`src/rtl/cpu_ctrl_pkg.sv`:
```
`default_nettype none
// ============================================================================
//  Module      : cpu_ctrl_pkg
//  Description : Shared types and defaults for the MIYAJIRO_CPU run
//                controller. Holds the sequencer state encoding, the default
//                reset/run lengths and a small counter-width helper.
//  Revision    : 1.0 - initial release
// ============================================================================
package cpu_ctrl_pkg;

    // Run sequencer states, fixed 2-bit encoding.
    typedef enum logic [1:0] {
        ST_IDLE       = 2'd0,
        ST_RESET_HOLD = 2'd1,
        ST_RUN        = 2'd2,
        ST_DONE       = 2'd3
    } run_state_t;

    localparam int DEF_RESET_CYCLES = 2;
    localparam int DEF_MAX_CYCLES   = 100;

    // Width needed for a counter that must represent 0..max_val (min 1 bit).
    function automatic int count_width(input int max_val);
        return (max_val < 2) ? 1 : $clog2(max_val + 1);
    endfunction

endpackage
`default_nettype wire

```
`src/rtl/cpu_run_controller.sv`:
```
`default_nettype none
// ============================================================================
//  Module      : cpu_run_controller
//  Description : Run sequencer for MIYAJIRO_CPU. Holds the core in reset for
//                RESET_CYCLES clocks, then runs it for up to MAX_CYCLES
//                enabled clocks (0 = unbounded), stopping early on halt.
//                Supports pause, restart from DONE and status reporting.
//  Ports       : clk          - system clock, rising edge
//                reset_n      - asynchronous active-low reset
//                start        - pulse, begin/restart a run (IDLE/DONE only)
//                pause        - level, freezes CPU clock enable in RUN
//                halt_in      - CPU halt indication, sampled in RUN
//                cpu_reset_n  - registered active-low reset to the CPU
//                cpu_clk_en   - CPU clock enable (combinational)
//                running      - high while in RUN
//                done         - registered, high in DONE
//                timed_out    - registered, high in DONE after a timeout
//                cycle_count  - enabled run cycles of current/last run
//  Revision    : 1.0 - initial release
// ============================================================================
module cpu_run_controller
    import cpu_ctrl_pkg::*;
#(
    parameter int RESET_CYCLES = DEF_RESET_CYCLES,
    parameter int MAX_CYCLES   = DEF_MAX_CYCLES,
    parameter int CNT_W        = 32,
    parameter int AUTO_START   = 1
) (
    input  logic             clk,
    input  logic             reset_n,
    input  logic             start,
    input  logic             pause,
    input  logic             halt_in,
    output logic             cpu_reset_n,
    output logic             cpu_clk_en,
    output logic             running,
    output logic             done,
    output logic             timed_out,
    output logic [CNT_W-1:0] cycle_count
);

    localparam int               HOLD_W       = count_width(RESET_CYCLES);
    // The hold counter counts 0..RESET_CYCLES-1; the edge taken while it
    // shows the last value is the one that moves the sequencer into RUN.
    localparam logic [HOLD_W-1:0] C_HOLD_LAST  = HOLD_W'(RESET_CYCLES - 1);
    localparam logic [CNT_W-1:0]  C_MAX_COUNT  = CNT_W'(MAX_CYCLES);
    localparam bit                C_TIMEOUT_EN = (MAX_CYCLES != 0);
    localparam bit                C_AUTO_START = (AUTO_START != 0);

    run_state_t        r_state;
    logic [HOLD_W-1:0] r_hold_cnt;
    logic [CNT_W-1:0]  r_count;
    logic              r_cpu_reset_n;
    logic              r_done;
    logic              r_timed_out;

    run_state_t        w_state_next;
    logic [HOLD_W-1:0] w_hold_next;
    logic [CNT_W-1:0]  w_count_next;
    logic [CNT_W-1:0]  w_count_inc;
    logic              w_timed_out_next;
    logic              w_clk_en;

    // ------------------------------------------------------------------
    // Next-state and next-value logic
    // ------------------------------------------------------------------
    always_comb begin
        w_state_next     = r_state;
        w_hold_next      = '0;
        w_count_next     = r_count;
        w_timed_out_next = r_timed_out;
        w_clk_en         = (r_state == ST_RUN) && !pause;
        // Saturating increment; only reachable when no timeout is configured.
        w_count_inc      = (r_count == {CNT_W{1'b1}}) ? r_count : r_count + 1'b1;

        case (r_state)
            ST_IDLE: begin
                if (C_AUTO_START || start) begin
                    w_state_next = ST_RESET_HOLD;
                end
            end

            ST_RESET_HOLD: begin
                if (r_hold_cnt == C_HOLD_LAST) begin
                    w_state_next = ST_RUN;
                end else begin
                    w_hold_next = r_hold_cnt + 1'b1;
                end
            end

            ST_RUN: begin
                if (w_clk_en) begin
                    w_count_next = w_count_inc;
                end
                // Halt is checked first so that a halt coinciding with the
                // final counted cycle is reported as a halt, not a timeout.
                // Pause gates only the count, never the halt.
                if (halt_in) begin
                    w_state_next     = ST_DONE;
                    w_timed_out_next = 1'b0;
                end else if (C_TIMEOUT_EN && w_clk_en && (w_count_inc == C_MAX_COUNT)) begin
                    w_state_next     = ST_DONE;
                    w_timed_out_next = 1'b1;
                end
            end

            ST_DONE: begin
                if (start) begin
                    w_state_next     = ST_RESET_HOLD;
                    w_count_next     = '0;
                    w_timed_out_next = 1'b0;
                end
            end

            default: begin
                w_state_next = ST_IDLE;
            end
        endcase
    end

    // ------------------------------------------------------------------
    // State and status registers
    // ------------------------------------------------------------------
    always_ff @(posedge clk or negedge reset_n) begin
        if (!reset_n) begin
            r_state       <= ST_IDLE;
            r_hold_cnt    <= '0;
            r_count       <= '0;
            r_cpu_reset_n <= 1'b0;
            r_done        <= 1'b0;
            r_timed_out   <= 1'b0;
        end else begin
            r_state       <= w_state_next;
            r_hold_cnt    <= w_hold_next;
            r_count       <= w_count_next;
            // CPU reset is released on the edge entering RUN and stays
            // released in DONE so the core can be inspected after a run.
            r_cpu_reset_n <= (w_state_next == ST_RUN) || (w_state_next == ST_DONE);
            r_done        <= (w_state_next == ST_DONE);
            r_timed_out   <= w_timed_out_next;
        end
    end

    assign cpu_reset_n = r_cpu_reset_n;
    assign cpu_clk_en  = w_clk_en;
    assign running     = (r_state == ST_RUN);
    assign done        = r_done;
    assign timed_out   = r_timed_out;
    assign cycle_count = r_count;

endmodule
`default_nettype wire

```
`config.mk`:
```
export PLATFORM = sky130hd
export DESIGN_NAME = cpu_run_controller
export DESIGN_NICKNAME = d
export VERILOG_FILES = /design/src/rtl/cpu_ctrl_pkg.sv /design/src/rtl/cpu_run_controller.sv
export SDC_FILE = /design/constraint.sdc
export NUM_CORES = 1
export LEC_CHECK = 0
export ABC_CLOCK_PERIOD_IN_PS = 4080
export CAP_MARGIN = 10
export CORE_MARGIN = 4
export CORE_UTILIZATION = 40
export CTS_CLUSTER_SIZE = 20
export DETAILED_ROUTE_END_ITERATION = 8
export SYNTH_ARGS = -nofsm -noshare
export SYNTH_HDL_FRONTEND = slang
export SYNTH_SLANG_ARGS = --single-unit
```
`constraint.sdc`:
```
create_clock -name clk -period 4.08 [get_ports clk]
set_input_delay 0.612 -clock clk [delete_from_list [all_inputs] [get_ports clk]]
set_output_delay 0.612 -clock clk [all_outputs]
set_load 0.03 [all_outputs]
```
## Word-level counts from Yosys, hierarchy flattened

Cells that the tools add are included.

| storage, ports and cells | value |
|---|---|
| bits in registers | 39 |
| bits of input ports | 5 |
| output and inout bits | 37 |
| word-level logic and storage cells | 42 |

| cells by class | value |
|---|---|
| add/subtract/negate cells | 2 |
| eq/ne operators | 11 |
| mux-type cells | 15 |
| reduce and logical (&&, ||, !) cells | 8 |

Operators with widths:

| operator | count |
|---|---|
| 32-bit two-way mux | 3 |
| 32-bit case mux with 2 select lines | 1 |
| 32-bit by 1-bit adder with 32-bit output (second input constant) | 1 |
| 32-bit == test (second input constant) | 1 |
| 32-bit by 7-bit == test with 1-bit output (second input constant) | 1 |
| 2-bit two-way mux | 6 |
| 2-bit == test (second input constant) | 4 |
| 2-bit case mux with 4 select lines | 1 |
| 3-bit AND reduction | 2 |
| 2-bit by 1-bit == test with 1-bit output (second input constant) | 2 |
| 2-bit != test (second input constant) | 2 |
| 1-bit two-way mux | 3 |
| 3-bit by 2-bit != test with 1-bit output (second input constant) | 1 |
| 2-bit by 1-bit adder with 2-bit output (second input constant) | 1 |
| 1-bit logical AND | 2 |
| 2-bit zero test | 1 |
| 1-bit case mux with 2 select lines | 1 |
| 2-bit nonzero test | 1 |
| 1-bit zero test | 1 |
| 1-bit logical OR | 1 |

## Logic depth before layout (Yosys ltp)

| depth | value |
|---|---|
| word-level depth | 9 |
| depth in mapped cells | 11 |
| gate-level depth less buffers | 9 |

## Worst setup path after synthesis

No wires, ideal clock.

| timing | value |
|---|---|
| path type | register to register |
| start point | register r_count[0] (netlist: cycle_count[0]) |
| end point | register r_timed_out (netlist: timed_out) |
| library setup time | 0.066 ns |
| arrival time | 3.078 ns |
| setup slack | 0.936 ns |
| cell stages (with the launch flop) | 11 |
| buffers on the path | 1 |
| cells stage by stage | dfrtp_1 > ha_1 > and4_1 > clkbuf_1 > nand4_1 > nor4_1 > xnor2_1 > o311ai_0 > or4b_1 > o41ai_1 > a22o_1 |

| on the way | value |
|---|---|
| word-level cells in the longest chain between the ends | 6 |
| elaborated cells between the ends (all ways) | 7 |

RTL lines:

| element | line | RTL |
|---|---|---|
| start, declared | cpu_run_controller.sv:52 | `logic [CNT_W-1:0] r_count;` |
| start signal, assigned | cpu_run_controller.sv:135 | `r_count <= w_count_next;` |
| 32-bit by 1-bit adder with 32-bit output or 32-bit == test (tied branches) | cpu_run_controller.sv:74 | `w_count_inc = (r_count == {CNT_W{1'b1}}) ? r_count : r_count + 1'b1;` |
| 32-bit two-way mux (*) | cpu_run_controller.sv:74 |  |
| 32-bit by 7-bit == test with 1-bit output (*) | cpu_run_controller.sv:101 | `end else if (C_TIMEOUT_EN && w_clk_en && (w_count_inc == C_MAX_COUNT)) begin` |
| 1-bit logical AND (*) | cpu_run_controller.sv:101 |  |
| 3-bit by 2-bit != test with 1-bit output (no source line) (*) | - |  |
| 3-bit AND reduction (no source line) (*) | - |  |
| end signal, assigned | cpu_run_controller.sv:140 | `r_timed_out <= w_timed_out_next;` |
| end, declared | cpu_run_controller.sv:55 | `logic r_timed_out;` |

Every way passes the cells marked *; elsewhere a longest branch is shown, timed or not.
A chain may end at the register's enable or synchronous reset.

## Worst setup path in the final report

| timing | value |
|---|---|
| start point | register r_count[0] (netlist: cycle_count[0]) |
| end point | register r_done (netlist: done) |

| on the way | value |
|---|---|
| word-level cells in the longest chain between the ends | 8 |
| elaborated cells between the ends (all ways) | 9 |

RTL lines:

| element | line | RTL |
|---|---|---|
| 32-bit by 1-bit adder with 32-bit output or 32-bit == test (tied branches) | cpu_run_controller.sv:74 |  |
| 32-bit two-way mux (*) | cpu_run_controller.sv:74 |  |
| 32-bit by 7-bit == test with 1-bit output (*) | cpu_run_controller.sv:101 |  |
| 1-bit logical AND (*) | cpu_run_controller.sv:101 |  |
| 2-bit two-way mux (*) | cpu_run_controller.sv:101 |  |
| 2-bit two-way mux (*) | cpu_run_controller.sv:98 | `if (halt_in) begin` |
| 2-bit case mux with 4 select lines (*) | cpu_run_controller.sv:76 | `case (r_state)` |
| 2-bit == test (*) | cpu_run_controller.sv:139 | `r_done <= (w_state_next == ST_DONE);` |
| end signal, assigned | cpu_run_controller.sv:139 |  |
| end, declared | cpu_run_controller.sv:54 | `logic r_done;` |

Marks and branches as above.

==> impl_results.md <==
* Status: finished, final reports clean
* Peak VDD IR at 247 uV
* TritonCTS clock tree: built
* Area Growth Syn to Fin at 21.6%
* CP max stage cell: nor3_2
* Min-delay worst type: primary input to async pin
* Most common cell after layout, fill and taps aside: clkdlybuf4s50_1
* Vias in the first global route at 2420
* Switching Fraction at 0.332
* Root buffer cell: clkbuf_8
* Clock buffer count from CTS at 5
* Placer Congestion at 0.943
* YS warnings at 0
* Hpwl dp at 5.78 mm
* Nets at 359
* Clock Skew at 0.00776 ns
* Top-Level Pins at 42
* Critical Path Sink Type: flop
* Hold Buf Count CTS at 0
* Pwr Density at 323 mW/mm^2
* Synth Cell Area at 0.00263 mm^2
* Die W at 89.0 um
* Setup crit end: done$_DFF_PN0_
* RSZ-0062 raised after global routing: false
* Register area share after synthesis at 0.362
* Die Span Y at 89.0 um
* Crit path launch: cycle_count[0]$_DFFE_PN0P_
* Worst Path Class, Setup: flop to flop
* CP Cell Sequence: ha_1 > and4_1 > nand4_1 > nor3_2 > nor3_1 > xor2_1 > or4b_1 > nor4_1 > o311a_1
* Leak at 1.23 nW
* Number of cells on the critical path at 9
* Met2 wire len at 3.57 mm
* Bufs and invs on worst path at 0
* Top routing layer in use: met4
* IO Port Bufs at 41
* Setup repair bufs after CTS at 0
* Die ar. at 0.00793 mm^2
* Drt via density at 6.18
* Antenna cells at 0
* Total of max-cap violations at 0
* Core footprint at 0.00635 mm^2
* CP required at 4.32 ns
* Final ANT Viol Nets at 0
* CTS Sinks at 38
* M1 WL at 3.70 mm
* Proportion of layout cells with a drive suffix above 1 at 0.0737
* Setup ws final at 0.625 ns
* Clk slew on worst S/H paths at 0.08 ns
* Longest Clk Path Bufs at 2
* Psw at 0.000342 W
* Worst Setup Start Kind: flop
* Syn Area/Cell at 8.21 um^2
* Initial antenna violation count at 0
* Post-synth EDFFs at 0
* FF-to-FF setup slack at 0.63 ns
* Post-route cell area at 0.00319 mm^2
* Pre-antenna DRT Iters at 4
* Async SR Flop Fraction at 1.00
* Share of power burned in the clock network at 0.330
* Synthesized net count at 326
* CTS-repair resized insts at 0
* Max-slew violations at 0
* Num rows at 29
* Post-DP Area at 0.00308 mm^2
* Peak Freq at 289 MHz
* Crit-path leading delay family: simple AND/OR/NAND/NOR gates
* WL met3 at 605 um
* Post-Syn Instances at 320
* Initial core utilization at 0.414
* Util after Layout at 0.503
* Fill cell count at 605
* Logic pwr share at 0.247
* Cell variety after synth at 55
* Per-cell routed wire length at 18.6 um
* R2R cell count at 9
* # DRC at 0
* Arr. time, crit path at 3.70 ns
* Worst Path Max Fanout at 11
* Period utilization at 0.847
* Actual slew at the worst max-slew pin at 0.880 ns
* Placement Setup Slack at 0.696 ns
* R2R Path End: done$_DFF_PN0_
* Internal power at 0.000690 W
* Setup Viol. Count Final at 0
* Largest net degree at the start of global routing at 39
* Synthesized flop and latch total at 38
* Top FF cell, synth: dfrtp_1
* Via Count at 2659
* Global-route wire length before repair at 12.9 mm
* Reg2reg start: cycle_count[0]$_DFFE_PN0P_
* Post-route minimum period at 3.45 ns
* Final Hold Vio Count at 0
* Slowest stage delay, CP at 0.62 ns
* DRT iter0 DRCs at 358
* Clock H-tree levels at 2
* Slew headroom at 0.413
* Aggregate global-route resource usage at 0.212
* GRT overflow at 0
* Sequential power share at 0.423
* Routed WL at 8.00 mm
* Commonest non-fill, non-tap cells in the layout: 40 x clkdlybuf4s50_1, 38 x dfrtp_1, 37 x nand2_1, 37 x o21ai_0, 24 x nor2_1
* Skew-Pair Late Insertion Delay at 0.30 ns
* Final TNS setup at 0 ns
metrics by stage:
step	total power (W)	std cells	hold slack, ns
2_1_floorplan	0.000592	320	0.316
3_3_place_gp	0.000697	423	0.415
3_5_place_dp	0.000698	423	0.421
4_1_cts	0.00104	430	0.433
5_1_grt	0.00108	430	0.449
6_report	0.00103	430	0.427
layer usage:
metal  GRT usage  up-vias
met1       0.307     1268
li1            -     1270
met2       0.323      110
met3      0.0359       11
met4      0.0677        0
met5           0        -
cell families (layout without fill, tap and decap cells):
logic type	Yosys count	after routing	synth area share
and+or+nand+nor	146	146	0.315
muxes	5	5	0.0200
xor gates and xnor gates	11	11	0.0367
AOI/OAI and AO/OA	95	95	0.223
DFF	38	38	0.362
buffers and inverters	24	57	0.0381
adders and majority gates	1	1	0.00476
synth_stat cells, types with 3 or more instances:
cell,n,share of area
a21o_1,3,0.0086
a21oi_1,17,0.032
a22o_1,5,0.017
a31oi_1,12,0.029
and3_1,13,0.031
buf_2,7,0.013
clkbuf_1,12,0.017
dfrtp_1,38,0.36
inv_1,3,0.0043
mux2i_1,3,0.011
nand2_1,37,0.053
nand2b_1,4,0.0095
nand3_1,15,0.029
nand4_1,13,0.031
nor2_1,24,0.034
nor3_1,10,0.019
nor4_1,4,0.0095
o21ai_0,37,0.071
o31ai_1,6,0.017
o41ai_1,3,0.010
xnor2_1,9,0.030
state kept, by name (all words and copies together) (netlist names):
signal / flops
cpu_reset_n: 1
cycle_count: 32
done: 1
r_hold_cnt: 2
r_state: 1
timed_out: 1
power by group through the flow:
stage | clock (W) | sequential, W | combinational, W
3_5_place_dp | 0 | 0.000442 | 0.000256
4_1_cts | 0.000347 | 0.000436 | 0.000257
2_1_floorplan | 0 | 0.000461 | 0.000131
6_report | 0.000341 | 0.000436 | 0.000255
3_3_place_gp | 0 | 0.000442 | 0.000256
5_1_grt | 0.000362 | 0.000441 | 0.000280
layout make-up:
type                       instances  area [um^2]  area share
multi-input combinational        258         1580       0.493
inverter                           4         15.0     0.00470
clock buffer                       6         82.6      0.0259
sequential                        38          951       0.298
clock inverter                     1         30.0     0.00940
tap                               77         96.3      0.0302
timing repair buffer              46          443       0.139
how the worst min path moves through the flow:
| stage | end | slack [ns] | depth (start not counted) |
|---|---|---|---|
| detailed placement | r_hold_cnt[0]$_DFF_PN0_ | 0.42 | 1 |
| global route | r_hold_cnt[0]$_DFF_PN0_ | 0.45 | 1 |
| finish | cycle_count[7]$_DFFE_PN0P_ | 0.43 | 1 |
| global placement | r_hold_cnt[0]$_DFF_PN0_ | 0.41 | 1 |
| floorplan | cpu_reset_n$_DFF_PN0_ | 0.32 | 0 |
| CTS | r_hold_cnt[0]$_DFF_PN0_ | 0.43 | 1 |
Power figures use the tool's default switching activity.
